===== config.mk =====
export PLATFORM = sky130hd
export DESIGN_NAME = mem_port_arbiter
export DESIGN_NICKNAME = d
export VERILOG_FILES = /design/src/rtl/mem_port_arbiter_pkg.sv /design/src/rtl/mem_port_arbiter_mux2.sv /design/src/rtl/mem_port_arbiter.sv
export SDC_FILE = /design/constraint.sdc
export NUM_CORES = 1
export LEC_CHECK = 0
export BUFFER_PORTS_ARGS = -buffer_cell sky130_fd_sc_hd__buf_2
export CAP_MARGIN = 10
export CELL_PAD_IN_SITES_DETAIL_PLACEMENT = 1
export CELL_PAD_IN_SITES_GLOBAL_PLACEMENT = 1
export CORE_MARGIN = 2
export CORE_UTILIZATION = 30
export DETAILED_ROUTE_END_ITERATION = 8
export MAX_ROUTING_LAYER = met4
export PLACE_DENSITY = 0.84
export SLEW_MARGIN = 40
export SYNTH_ARGS = -nofsm -noshare
export SYNTH_HDL_FRONTEND = slang
export SYNTH_SLANG_ARGS = --single-unit
export TNS_END_PERCENT = 30

===== constraint.sdc =====
create_clock -name clk -period 1.9 [get_ports clk]
set_clock_uncertainty 0.2 [all_clocks]
set_input_delay 0.285 -clock clk [delete_from_list [all_inputs] [get_ports clk]]
set_output_delay 0.285 -clock clk [all_outputs]
set_load 0.01 [all_outputs]

===== src/rtl/mem_port_arbiter_pkg.sv =====
// Shared types and constants for the two-requester data-memory port arbiter.
package mem_port_arbiter_pkg;

  typedef enum logic {
    StIdle,
    StAccess
  } state_e;

  localparam logic REQ_LSU = 1'b0;
  localparam logic REQ_DBG = 1'b1;

endpackage


===== src/rtl/mem_port_arbiter_mux2.sv =====
// Plain 2:1 multiplexer used to steer the winning requester's fields.
module mem_port_arbiter_mux2 #(
  parameter int unsigned WIDTH = 1
) (
  input  logic [WIDTH-1:0] a_i,
  input  logic [WIDTH-1:0] b_i,
  input  logic             sel_i,
  output logic [WIDTH-1:0] y_o
);

  assign y_o = sel_i ? b_i : a_i;

endmodule


===== src/rtl/mem_port_arbiter.sv =====
// Round-robin arbiter with bounded locking that shares one data-memory port between
// the load/store unit and a debug/DMA master, sequencing each transfer to completion.
module mem_port_arbiter
  import mem_port_arbiter_pkg::*;
#(
  parameter int unsigned ADDR_W   = 32,
  parameter int unsigned DATA_W   = 32,
  parameter int unsigned MAX_LOCK = 8
) (
  input  logic              clk,
  input  logic              rst_n,
  input  logic              req0,
  input  logic              req1,
  input  logic              lock0,
  input  logic              lock1,
  input  logic              we0,
  input  logic              we1,
  input  logic [ADDR_W-1:0] addr0,
  input  logic [ADDR_W-1:0] addr1,
  input  logic [DATA_W-1:0] wdata0,
  input  logic [DATA_W-1:0] wdata1,
  output logic              gnt0,
  output logic              gnt1,
  output logic              done0,
  output logic              done1,
  output logic [DATA_W-1:0] rdata,
  output logic              mem_req,
  output logic              mem_we,
  output logic [ADDR_W-1:0] mem_addr,
  output logic [DATA_W-1:0] mem_wdata,
  input  logic              mem_ready,
  input  logic [DATA_W-1:0] mem_rdata,
  output logic              owner
);

  localparam int unsigned CntW = $clog2(MAX_LOCK + 1);

  state_e            state_q;
  logic              owner_q;
  logic              lock_last_q;
  logic [CntW-1:0]   lock_cnt_q;
  logic [CntW-1:0]   lock_cnt_d;
  logic              winner;
  logic              grant;
  logic              sel_lock;
  logic              sel_we;
  logic [ADDR_W-1:0] sel_addr;
  logic [DATA_W-1:0] sel_wdata;

  logic              done0_q;
  logic              done1_q;
  logic [DATA_W-1:0] rdata_q;
  logic              mem_req_q;
  logic              mem_we_q;
  logic [ADDR_W-1:0] mem_addr_q;
  logic [DATA_W-1:0] mem_wdata_q;

  always_comb begin
    winner     = owner_q;
    grant      = 1'b0;
    sel_lock   = 1'b0;
    lock_cnt_d = lock_cnt_q;

    if (req0 && !req1) begin
      winner = REQ_LSU;
    end else if (req1 && !req0) begin
      winner = REQ_DBG;
    end else if (lock_last_q && (lock_cnt_q < CntW'(MAX_LOCK))) begin
      winner = owner_q;
    end else begin
      winner = ~owner_q;
    end

    grant    = (state_q == StIdle) && (req0 || req1);
    sel_lock = (winner == REQ_DBG) ? lock1 : lock0;

    if (!sel_lock) begin
      lock_cnt_d = '0;
    end else if (winner != owner_q) begin
      lock_cnt_d = CntW'(1);
    end else if (lock_cnt_q < CntW'(MAX_LOCK)) begin
      lock_cnt_d = lock_cnt_q + CntW'(1);
    end
  end

  // Owner resets to the debug side so the LSU wins the first tie.
  always_ff @(posedge clk) begin
    if (!rst_n) begin
      owner_q     <= REQ_DBG;
      lock_last_q <= 1'b0;
      lock_cnt_q  <= '0;
    end else if (grant) begin
      owner_q     <= winner;
      lock_last_q <= sel_lock;
      lock_cnt_q  <= lock_cnt_d;
    end
  end

  mem_port_arbiter_mux2 #(
    .WIDTH(ADDR_W)
  ) u_mux_addr (
    .a_i  (addr0),
    .b_i  (addr1),
    .sel_i(winner),
    .y_o  (sel_addr)
  );

  mem_port_arbiter_mux2 #(
    .WIDTH(DATA_W)
  ) u_mux_wdata (
    .a_i  (wdata0),
    .b_i  (wdata1),
    .sel_i(winner),
    .y_o  (sel_wdata)
  );

  mem_port_arbiter_mux2 #(
    .WIDTH(1)
  ) u_mux_we (
    .a_i  (we0),
    .b_i  (we1),
    .sel_i(winner),
    .y_o  (sel_we)
  );

  always_ff @(posedge clk) begin
    if (!rst_n) begin
      state_q     <= StIdle;
      done0_q     <= 1'b0;
      done1_q     <= 1'b0;
      rdata_q     <= '0;
      mem_req_q   <= 1'b0;
      mem_we_q    <= 1'b0;
      mem_addr_q  <= '0;
      mem_wdata_q <= '0;
    end else begin
      done0_q <= 1'b0;
      done1_q <= 1'b0;
      unique case (state_q)
        StIdle: begin
          if (grant) begin
            mem_req_q   <= 1'b1;
            mem_we_q    <= sel_we;
            mem_addr_q  <= sel_addr;
            mem_wdata_q <= sel_wdata;
            state_q     <= StAccess;
          end
        end
        StAccess: begin
          if (mem_ready) begin
            mem_req_q <= 1'b0;
            if (!mem_we_q) begin
              rdata_q <= mem_rdata;
            end
            done0_q <= (owner_q == REQ_LSU);
            done1_q <= (owner_q == REQ_DBG);
            state_q <= StIdle;
          end
        end
        default: state_q <= StIdle;
      endcase
    end
  end

  assign gnt0      = grant && (winner == REQ_LSU);
  assign gnt1      = grant && (winner == REQ_DBG);
  assign done0     = done0_q;
  assign done1     = done1_q;
  assign rdata     = rdata_q;
  assign mem_req   = mem_req_q;
  assign mem_we    = mem_we_q;
  assign mem_addr  = mem_addr_q;
  assign mem_wdata = mem_wdata_q;
  assign owner     = owner_q;

endmodule


Word-level counts from Yosys, hierarchy flattened:

Cells that the tools add are included.

* input port bits: 169
* flip-flop bits (word level): 107
* output and inout bits: 103

* order comparisons: 1
* reductions and logical operators: 14
* add/sub/neg operators: 1
* bitwise logic cells: 4
* eq/ne operators: 4
* mux-type cells: 16

Operators with widths (count)
* 32-bit 2-to-1 mux: 2
* 4-bit 2-to-1 mux: 3
* 1-bit 2-to-1 mux: 9
* 1-bit logical AND: 6
* 2-bit AND reduction: 3
* 3-bit AND reduction: 2
* 4-bit by 1-bit adder with 4-bit output, second input constant: 1
* 4-bit < comparator, second input constant: 1
* 2-bit != test, second input constant: 2
* 1-bit NOT: 4
* 1-bit one-hot mux with 2 select lines: 2
* 3-bit by 1-bit != test with 1-bit output, second input constant: 1
* 1-bit logical NOT: 2
* 1-bit logical OR: 1
* 1-bit != test: 1

Depth between registers and ports, before layout:

Gate-level depths: netlist (run 1).

* depth after elaboration: 8
* depth in mapped cells: 8

Hierarchy:

Synthesis (run 1) repeated with hierarchy kept, for this count alone.

* cells, all modules: 558
* area total of the unflattened synthesis: 5082.4 sq um

Modules (own cells, without submodules)
* mem_port_arbiter: cells an instance 485, seq. area each 2142.1 sq um, area an instance 3978.8 sq um, times used 1
* mem_port_arbiter_mux2 at u_mux_addr ...: cells an instance 36, seq. area each 0.0 sq um, area an instance 544.3 sq um, times used 2
* mem_port_arbiter_mux2 at u_mux_we: cells an instance 1, seq. area each 0.0 sq um, area an instance 15.0 sq um, times used 1

Worst setup path before layout (run 1):

Ideal clock, no wire load.

* kind: reg2out
* from: register owner_q, in the netlist owner
* to: output port gnt1
* cell stages (with the launch flop): 7
* buffers on the path: 3
* slack: 69 ps
* data arrival time: 1346 ps
* cells stage by stage: dfxtp_1 -> xnor2_1 -> o21a_1 -> buf_6 -> buf_6 -> buf_6 -> and2_1

* word-level cells in the longest chain between the ends: 5

RTL lines
* start: declaration: RTL line mem_port_arbiter.sv:39 `logic owner_q;`
* start signal: assignment: RTL line mem_port_arbiter.sv:93 `owner_q <= winner;`
* 1-bit NOT: RTL line mem_port_arbiter.sv:71 `winner = ~owner_q;`
* 1-bit 2-to-1 mux (*): RTL line mem_port_arbiter.sv:68 `end else if (lock_last_q && (lock_cnt_q < CntW'(MAX_LOCK))) begin`
* 1-bit 2-to-1 mux (*): RTL line mem_port_arbiter.sv:66 `end else if (req1 && !req0) begin`
* 1-bit 2-to-1 mux (*): RTL line mem_port_arbiter.sv:64 `if (req0 && !req1) begin`
* 1-bit logical AND (*): RTL line mem_port_arbiter.sv:166 `assign gnt1 = grant && (winner == REQ_DBG);`
* end: declaration: RTL line mem_port_arbiter.sv:23 `output logic gnt1,`

Every way passes the cells marked *; elsewhere a longest branch is shown, timed or not.

Final worst setup path (run 1):

* from: register lock_last_q
* to: output port gnt1

* word-level cells in the longest chain between the ends: 5

RTL lines
* start: declaration: RTL line mem_port_arbiter.sv:40 `logic lock_last_q;`
* start signal: assignment: RTL line mem_port_arbiter.sv:94 `lock_last_q <= sel_lock;`
* 1-bit logical AND: RTL line mem_port_arbiter.sv:68
* 1-bit 2-to-1 mux: RTL line mem_port_arbiter.sv:68
* 1-bit 2-to-1 mux: RTL line mem_port_arbiter.sv:66
* 1-bit 2-to-1 mux: RTL line mem_port_arbiter.sv:64
* 1-bit logical AND: RTL line mem_port_arbiter.sv:166

No other way between the ends.

==> metrics.sh, run 1 <==
SYNTH_ASYNC_SR_FLOP_SHARE=0
TIGHTESTPINTRANSITION_NS=0.627
NUM-NETS-FINAL=968
CTS_ROOT_BUF='sky130_fd_sc_hd__clkbuf_16'
COMBINATIONAL_FAMILY_WITH_THE_MOST_AREA_AFTER_SYNTHESIS='compound AO/OA/AOI/OAI gates'
WORST_EP_REQUIRED_TIME_NS=1.41
WORST-PATH-MAX-FANOUT=4
PLACE.DETAILED.INSTANCES=930
CRITPATHLAUNCHTYPE='flop'
CLK_PIN_SLEW_WORST_PATHS_NS=0.08
FLOORPLAN.INITIALDENSITY=0.305
RSZ0062_AT_GRT='true'
ARRIVAL_TIME_WORST_ENDPOINT_NS=1.46
DRC=0
REGISTER_AREA_UM2=2140
CLOCK_LATENCY_NS=0.34
BOUNDARYPINS=272
WORST_PATH_DOMINANT_CELL_FAMILY='simple AND/OR/NAND/NOR gates'
FINAL_MIN_PERIOD_OVER_CLOCK_PERIOD=1.02
MIN_PERIOD_NS=1.94
FMAX_MHz=515
YOSYS_MOST_USED_DFF='sky130_fd_sc_hd__dfxtp_1'
DIE_WIDTH_UM=125
POSTSYNTHNETCOUNT=665
VIASPERCELL=4.91
DETAIL_ROUTE.ITER0.VIOLATIONS=206
CTS-BUFFERS-INSERTED=9
YS_TYPES=38
CP.BUFFERS_INVERTERS=1
FLOORPLAN.ROWS=44
VIOLATIONS='negative setup slack'
FIRST_GLOBAL_VIAS=4986
GRT_MAX_DEGREE=57
YOSYSSEQAREASHARE=0.487
ANTENNA_VIOLATIONS_BEFORE_REPAIR=1
MAX_SLEW_MARGIN=0.582
POST_ROUTE_CELLS_DRIVE_ABOVE_1_SHARE=0.418
NUMPORTBUFFERS=271
POWER-PER-CELL-AREA_nW_PER_UM2=881
SIMPLE_GATE_PORTION_OF_THE_SYNTHESIZED_AREA=0.0931
FRACTION_OF_THE_MAPPED_NETLIST_AREA_IN_COMPOUND_GATES=0.216
GPL.FINAL_WEIGHTED_CONGESTION=0.763
NETLIST_INSTANCES=495
MULTI_INPUT_COMB_AREA_UM2=2100
YOSYSTOPAREACELLSHARE=0.487
GRT_OVERFLOW_TOTAL=0
CRIT_PATH_END_KIND='output port'
SYNTH.AREA.MUX_SHARE=0.151
WORSTPATHCELLLIST='nor2b_4 > xnor2_2 > o21a_4 > and2_4 > buf_6'
CTS.SINKS=107
DETAILROUTE.VIA_COUNT=4851
CRIT_SLOWEST_CELL='sky130_fd_sc_hd__dfxtp_2'
TRITONCTS='built'
CLK_PATH_BUF_DEPTH=2
FIRST_PASS_GRT_WIRE_LENGTH_UM=26400
VERT_DIE_DIM_UM=125
CELLLEAKAGEPOWER_uW=0.00331
PLACED_CELL_AREA_UM2=6060
WORST_STAGE_DELAY_ON_THE_CRITICAL_PATH_NS=0.33
ANTENNA_VIOLATING_NETS_POST_ROUTE=0
TIMING.HOLD.WORST.CLASS='input port to flop'
EDFF_COUNT_SYNTH=0
FP.DIEAREA_UM2=15600
CORE-AREA_UM2=14400
TOTALWIRELENGTH_UM=17300
AVERAGE_SIZE_OF_A_MAPPED_CELL_UM2=8.88
OUTCOME='finished, violations left'
SYNTH_XOR_AREA_FRAC=0.00199
CAP_VIOL_MAX_COUNT=0
HOLD_VIOLATIONS=0
WL_PER_CELL_UM=17.5
TIMING.FINAL.MAX_SLEW_VIOLATIONS=0
CRITICALPATHCATEGORY='flop to output port'
SYNTHADDERAREAFRAC=0.00285
POST-ROUTE-CELL-AREA_UM2=6920
YOSYS_WARNINGS=0
FILLCELLCOUNT=1739
GROUTE.USAGE.OVERALL=0.215
DP_HPWL_UM=11200
STDCELL_COUNT=988
SYNTH_TOP_CELLS_BY_AREA='sky130_fd_sc_hd__dfxtp_1 (49%), sky130_fd_sc_hd__mux2i_1 (15%), sky130_fd_sc_hd__a21oi_1 (11%)'
FINALSETUPVIOLCOUNT=2
HTREE_LEVELS=3
LAYOUT-AREA-OVERHEAD-VS-SYNTH_PCT=57.4
SYNTH-SEQ-CELLS=107
SYNTH.LARGEST_AREA_CELL='sky130_fd_sc_hd__dfxtp_1'
MAPPEDNETLISTAREA_UM2=4400
VDD_IR_DROP_MAX_mV=0.398
ROUTER_ITERATIONS_BEFORE_ANTENNA_REPAIR=4
WORST_SLACK_NS=-0.0434
-- what timing repair did --
action	CTS	global route
setup buffers	2	6
gates cloned	0	2
pin swaps	1	23
gates resized for setup	8	15
setup endpoints to repair	3	48
endpoints found under the hold margin	31	0
hold buffers	31	0
-- cells in the final DEF (no fill, tap or decap), types with 2 or more instances in the layout --
cell	Yosys	final
sky130_fd_sc_hd__inv_1	4	4
sky130_fd_sc_hd__buf_8	0	3
sky130_fd_sc_hd__nor3_1	2	2
sky130_fd_sc_hd__buf_6	3	3
sky130_fd_sc_hd__nand2_1	72	72
sky130_fd_sc_hd__buf_16	0	2
sky130_fd_sc_hd__nor2_1	6	5
sky130_fd_sc_hd__o211a_1	2	2
sky130_fd_sc_hd__dfxtp_1	107	106
sky130_fd_sc_hd__nor2_4	0	2
sky130_fd_sc_hd__dlygate4sd3_1	0	31
sky130_fd_sc_hd__buf_4	5	14
sky130_fd_sc_hd__mux2i_1	65	60
sky130_fd_sc_hd__mux2i_2	0	5
sky130_fd_sc_hd__o21ai_0	67	67
sky130_fd_sc_hd__clkbuf_16	0	11
sky130_fd_sc_hd__inv_6	0	2
sky130_fd_sc_hd__nand3_1	4	4
sky130_fd_sc_hd__buf_12	0	9
sky130_fd_sc_hd__a21oi_1	96	95
sky130_fd_sc_hd__a21boi_0	2	2
sky130_fd_sc_hd__buf_2	1	269
-- per-stage QoR --
step / total power (uW) / utilization / TNS, ns / worst slack [ns] / hold WS [ns]
detailed placement: 3950 / 0.420 / 0 / 0.0124 / 0.246
floorplan: 3320 / - / 0 / 0.0692 / 0.221
global placement: 3910 / 0.420 / 0 / 0.0971 / 0.240
finish: 6090 / 0.480 / -0.0532 / -0.0434 / 0.0104
global route: 6420 / 0.480 / -1.20 / -0.0962 / 0.0107
CTS: 5990 / 0.467 / -0.0939 / -0.0540 / 0.00535
-- state kept, by name, summed over array words and instances (netlist names) --
name         flops
done0            1
done1            1
lock_cnt_q       4
lock_last_q      1
mem_addr        32
mem_req          1
mem_wdata       32
mem_we           1
owner            1
rdata           32
state_q          1
-- worst register-to-register path: cells and delay by family, from the launching register on --
kind / cells / cell delay [ns]
compound gates: 2 / 0.29
xor+xnor: 1 / 0.14
buf+inv: 3 / 0.45
flops: 1 / 0.33
mux: 1 / 0.17
simple gates: 1 / 0.17
-- Yosys cell counts (2+ instances only) --
library cell	count
sky130_fd_sc_hd__buf_6	3
sky130_fd_sc_hd__nor2_2	2
sky130_fd_sc_hd__nor2_1	6
sky130_fd_sc_hd__nor3_1	2
sky130_fd_sc_hd__nand3_1	4
sky130_fd_sc_hd__or2_2	2
sky130_fd_sc_hd__o211a_1	2
sky130_fd_sc_hd__clkbuf_1	32
sky130_fd_sc_hd__o21ai_0	67
sky130_fd_sc_hd__a21boi_0	2
sky130_fd_sc_hd__nand2_1	72
sky130_fd_sc_hd__and2_1	2
sky130_fd_sc_hd__o21a_1	2
sky130_fd_sc_hd__inv_1	4
sky130_fd_sc_hd__dfxtp_1	107
sky130_fd_sc_hd__a21oi_1	96
sky130_fd_sc_hd__buf_4	5
sky130_fd_sc_hd__mux2i_1	65
-- power by group --
| part | leakage, uW | switching, uW | total, uW | internal, uW |
|---|---|---|---|---|
| clock | 0.000147 | 859 | 1930 | 1070 |
| sequential | 0.000883 | 100 | 2540 | 2440 |
| combinational | 0.00228 | 800 | 1630 | 826 |
| total | 0.00331 | 1760 | 6090 | 4330 |
-- layout make-up --
type,instances,share of cell area
Multi-Input combinational cell,343,0.303
Tap cell,184,0.0333
Inverter,4,0.00217
Clock buffer,11,0.0351
Clock inverter,5,0.00868
Sequential cell,107,0.310
Antenna cell,1,0.000362
Timing Repair Buffer,333,0.307
-- worst paths after layout --
path / slack (ns) / cells after the start / endpoint / start
setup / recovery: -0.04 / 5 / gnt1 / lock_last_q
hold / removal: 0.01 / 3 / mem_addr[7] / addr0[7]
setup reg to reg: 0.01 / 8 / mem_addr[11] / lock_last_q
hold reg to reg: 0.26 / 2 / rdata[6] / rdata[6]
-- logic make-up (layout without fill, tap and decap cells) --
family          Yosys count  after routing
compound gates          179            179
flops                   107            107
simple gates             96             96
mux                      66             66
buf+inv                  45            353
fa+ha+maj                 1              1
xor+xnor                  1              1
other cells               0              1
-- routing by layer --
layer  wire length [um]  track usage  share of wire  vias up
met3               1070       0.0505          0.062       20
met1               6980        0.237           0.40     2297
met5                  0            -              0        -
met2               8990        0.387           0.52      192
met4                245       0.0575          0.014        0
li1                   -            -              -     2342
(Power assumes the default switching activity.)
==> run 2, diff against run 1 <==
==> constraint.sdc (replaced) <==
create_clock -name clk -period 2.2 [get_ports clk]
set_clock_uncertainty 0.2 [all_clocks]
set_input_delay 0.33 -clock clk [delete_from_list [all_inputs] [get_ports clk]]
set_output_delay 0.33 -clock clk [all_outputs]
set_load 0.01 [all_outputs]
==> run 2 against run 1 <==
The run now ends clean. Sequential share of layout area grew 3.1 points. Register-to-register slack gained 0.19 ns. Combinational power shrank 31%. Non-clock buffer count shrank 47. Wire length shrank 15%. Cell area shrank 9.2%. Largest power group unchanged. Highest routed layer unchanged.
==> metrics.sh, run 2 (same netlist as run 1, synthesis figures left out) <==
TIMING.HOLD.WORST.CLASS='input port to flop'
WORST_STAGE_DELAY_ON_THE_CRITICAL_PATH_NS=0.47
FP.DIEAREA_UM2=15600
FIRST_PASS_GRT_WIRE_LENGTH_UM=23700
HOLD_VIOLATIONS=0
CLK_PIN_SLEW_WORST_PATHS_NS=0.07
WORST-PATH-MAX-FANOUT=7
PRECTSSETUPSLACK_NS=0.265
FLOORPLAN.INITIALDENSITY=0.305
CRITICALPATHCATEGORY='flop to output port'
CAP_VIOL_MAX_COUNT=0
CTS_ROOT_BUF='sky130_fd_sc_hd__clkbuf_16'
SW_FRAC_OF_TOTAL=0.282
FLOORPLAN.ROWS=44
ARRIVAL_TIME_WORST_ENDPOINT_NS=1.53
CTS-BUFFERS-INSERTED=9
DETAIL_ROUTE.ITER0.VIOLATIONS=166
MULTI_INPUT_COMB_AREA_UM2=2060
MOSTFREQUENTLAYOUTCELL='sky130_fd_sc_hd__buf_2'
WL_PER_CELL_UM=15.7
CORE-AREA_UM2=14400
WORST_PATH_DOMINANT_CELL_FAMILY='flip-flops'
CELLINTERNALPOWER_uW=3580
COMBINATIONALPOWERSHARE=0.226
FILLCELLCOUNT=1835
MIN_PERIOD_NS=2.06
MOSTFREQUENTLAYOUTCELLS='sky130_fd_sc_hd__buf_2 (271), sky130_fd_sc_hd__dfxtp_1 (107), sky130_fd_sc_hd__a21oi_1 (96)'
TOTALWIRELENGTH_UM=14800
ANTENNA_VIOLATING_NETS_POST_ROUTE=0
CRIT_SLOWEST_CELL='sky130_fd_sc_hd__dfxtp_1'
SETUP.REG_TO_REG.WORST_SLACK_NS=0.20
CP.BUFFERS_INVERTERS=1
DETAILROUTE.VIA_COUNT=4522
FINALSETUPVIOLCOUNT=0
WORSTPATHCELLLIST='xnor2_1 > o21a_4 > and2_1 > buf_2'
POST-ROUTE-CELL-AREA_UM2=6280
ANTENNA_VIOLATIONS_BEFORE_REPAIR=1
DRC=0
TRITONCTS='built'
POWER_FRAC_SEQ=0.439
POWER-PER-CELL-AREA_nW_PER_UM2=794
WORST_EP_REQUIRED_TIME_NS=1.67
GRT_OVERFLOW_TOTAL=0
MAX_SLEW_MARGIN=0.579
TIMING.FINAL.MAX_SLEW_VIOLATIONS=0
WORST_SLACK_NS=0.140
GROUTE.USAGE.OVERALL=0.191
CELLLEAKAGEPOWER_uW=0.00304
FMAX_MHz=486
REGISTER_AREA_UM2=2140
PLACED_CELL_AREA_UM2=5930
LAYOUT-AREA-OVERHEAD-VS-SYNTH_PCT=43.0
POST_ROUTE_CELLS_DRIVE_ABOVE_1_SHARE=0.410
FIRST_GLOBAL_VIAS=4594
RSZ0062_AT_GRT='false'
CRIT_PATH_END_KIND='output port'
GRT_MAX_DEGREE=89
TIGHTESTPINTRANSITION_NS=0.631
GPL.FINAL_WEIGHTED_CONGESTION=0.769
CTSRESIZECOUNT=0
DP_HPWL_UM=11100
TNS_NS=0
VERT_DIE_DIM_UM=125
VDD_IR_DROP_MAX_mV=0.339
POWER.SWITCHING_uW=1410
CLK_PATH_BUF_DEPTH=2
CRITPATHLAUNCHTYPE='flop'
CLOCK_POWER_SHARE=0.335
OUTCOME='complete, no violations'
POWER.TOTAL_uW=4990
HTREE_LEVELS=3
FINAL_MIN_PERIOD_OVER_CLOCK_PERIOD=0.936
ROUTER_ITERATIONS_BEFORE_ANTENNA_REPAIR=4
DIE_WIDTH_UM=125
CTS.SINKS=107
CLOCK_LATENCY_NS=0.34
BOUNDARYPINS=272
VIASPERCELL=4.81
NUM-NETS-FINAL=921
NUMPORTBUFFERS=271
## run 2: power groups by stage
stage,sequential [uW],clock [uW],combinational (uW)
after global routing,2210,1820,1240
after floorplan,2310,0,565
after detailed placement,2230,0,1110
final,2190,1670,1130
after global placement,2230,0,1090
after CTS,2190,1730,1120
## run 2: layout make-up
type	count	share of cell area
Antenna cell	1	0.000398
Clock buffer	13	0.0414
Clock inverter	3	0.00737
Inverter	4	0.00239
Multi-Input combinational cell	343	0.327
Sequential cell	107	0.341
Tap cell	184	0.0366
Timing Repair Buffer	286	0.244
## run 2: what timing repair did
| action | CTS | global route |
|---|---|---|
| hold buffers | 0 | 0 |
| setup buffers | 0 | 6 |
| setup endpoints to repair | 0 | 1 |
## run 2: path summary, 6_finish.rpt
path / startpoint / endpoint / cells after the start
worst max-delay path: owner / gnt1 / 4
worst min-delay path: mem_rdata[18] / rdata[18] / 3
worst max register to register: lock_last_q / mem_wdata[17] / 7
worst min register to register: rdata[27] / rdata[27] / 2
## run 2: per-layer routing
layer  track usage  wire [um]  vias to the layer above
met2         0.329       7290                      178
met3        0.0428        965                       17
li1              -          -                     2246
met5             -          0                        -
met4        0.0641        261                        0
met1         0.222       6260                     2081
## run 2: worst register-to-register path: stages, from the launching register on
cell	delay, ns
sky130_fd_sc_hd__dfxtp_1	0.33
sky130_fd_sc_hd__nor2b_4	0.18
sky130_fd_sc_hd__xnor2_1	0.18
sky130_fd_sc_hd__o21a_4	0.23
sky130_fd_sc_hd__buf_4	0.18
sky130_fd_sc_hd__buf_12	0.22
sky130_fd_sc_hd__mux2i_1	0.26
sky130_fd_sc_hd__a21oi_1	0.08
## run 2: through the flow
stage,instances,utilization,hold slack [ns]
floorplan,495,-,0.237
global placement,918,0.411,0.240
detailed placement,918,0.411,0.245
CTS,934,0.432,0.00467
global route,941,0.436,0.0155
finish,941,0.436,0.0184
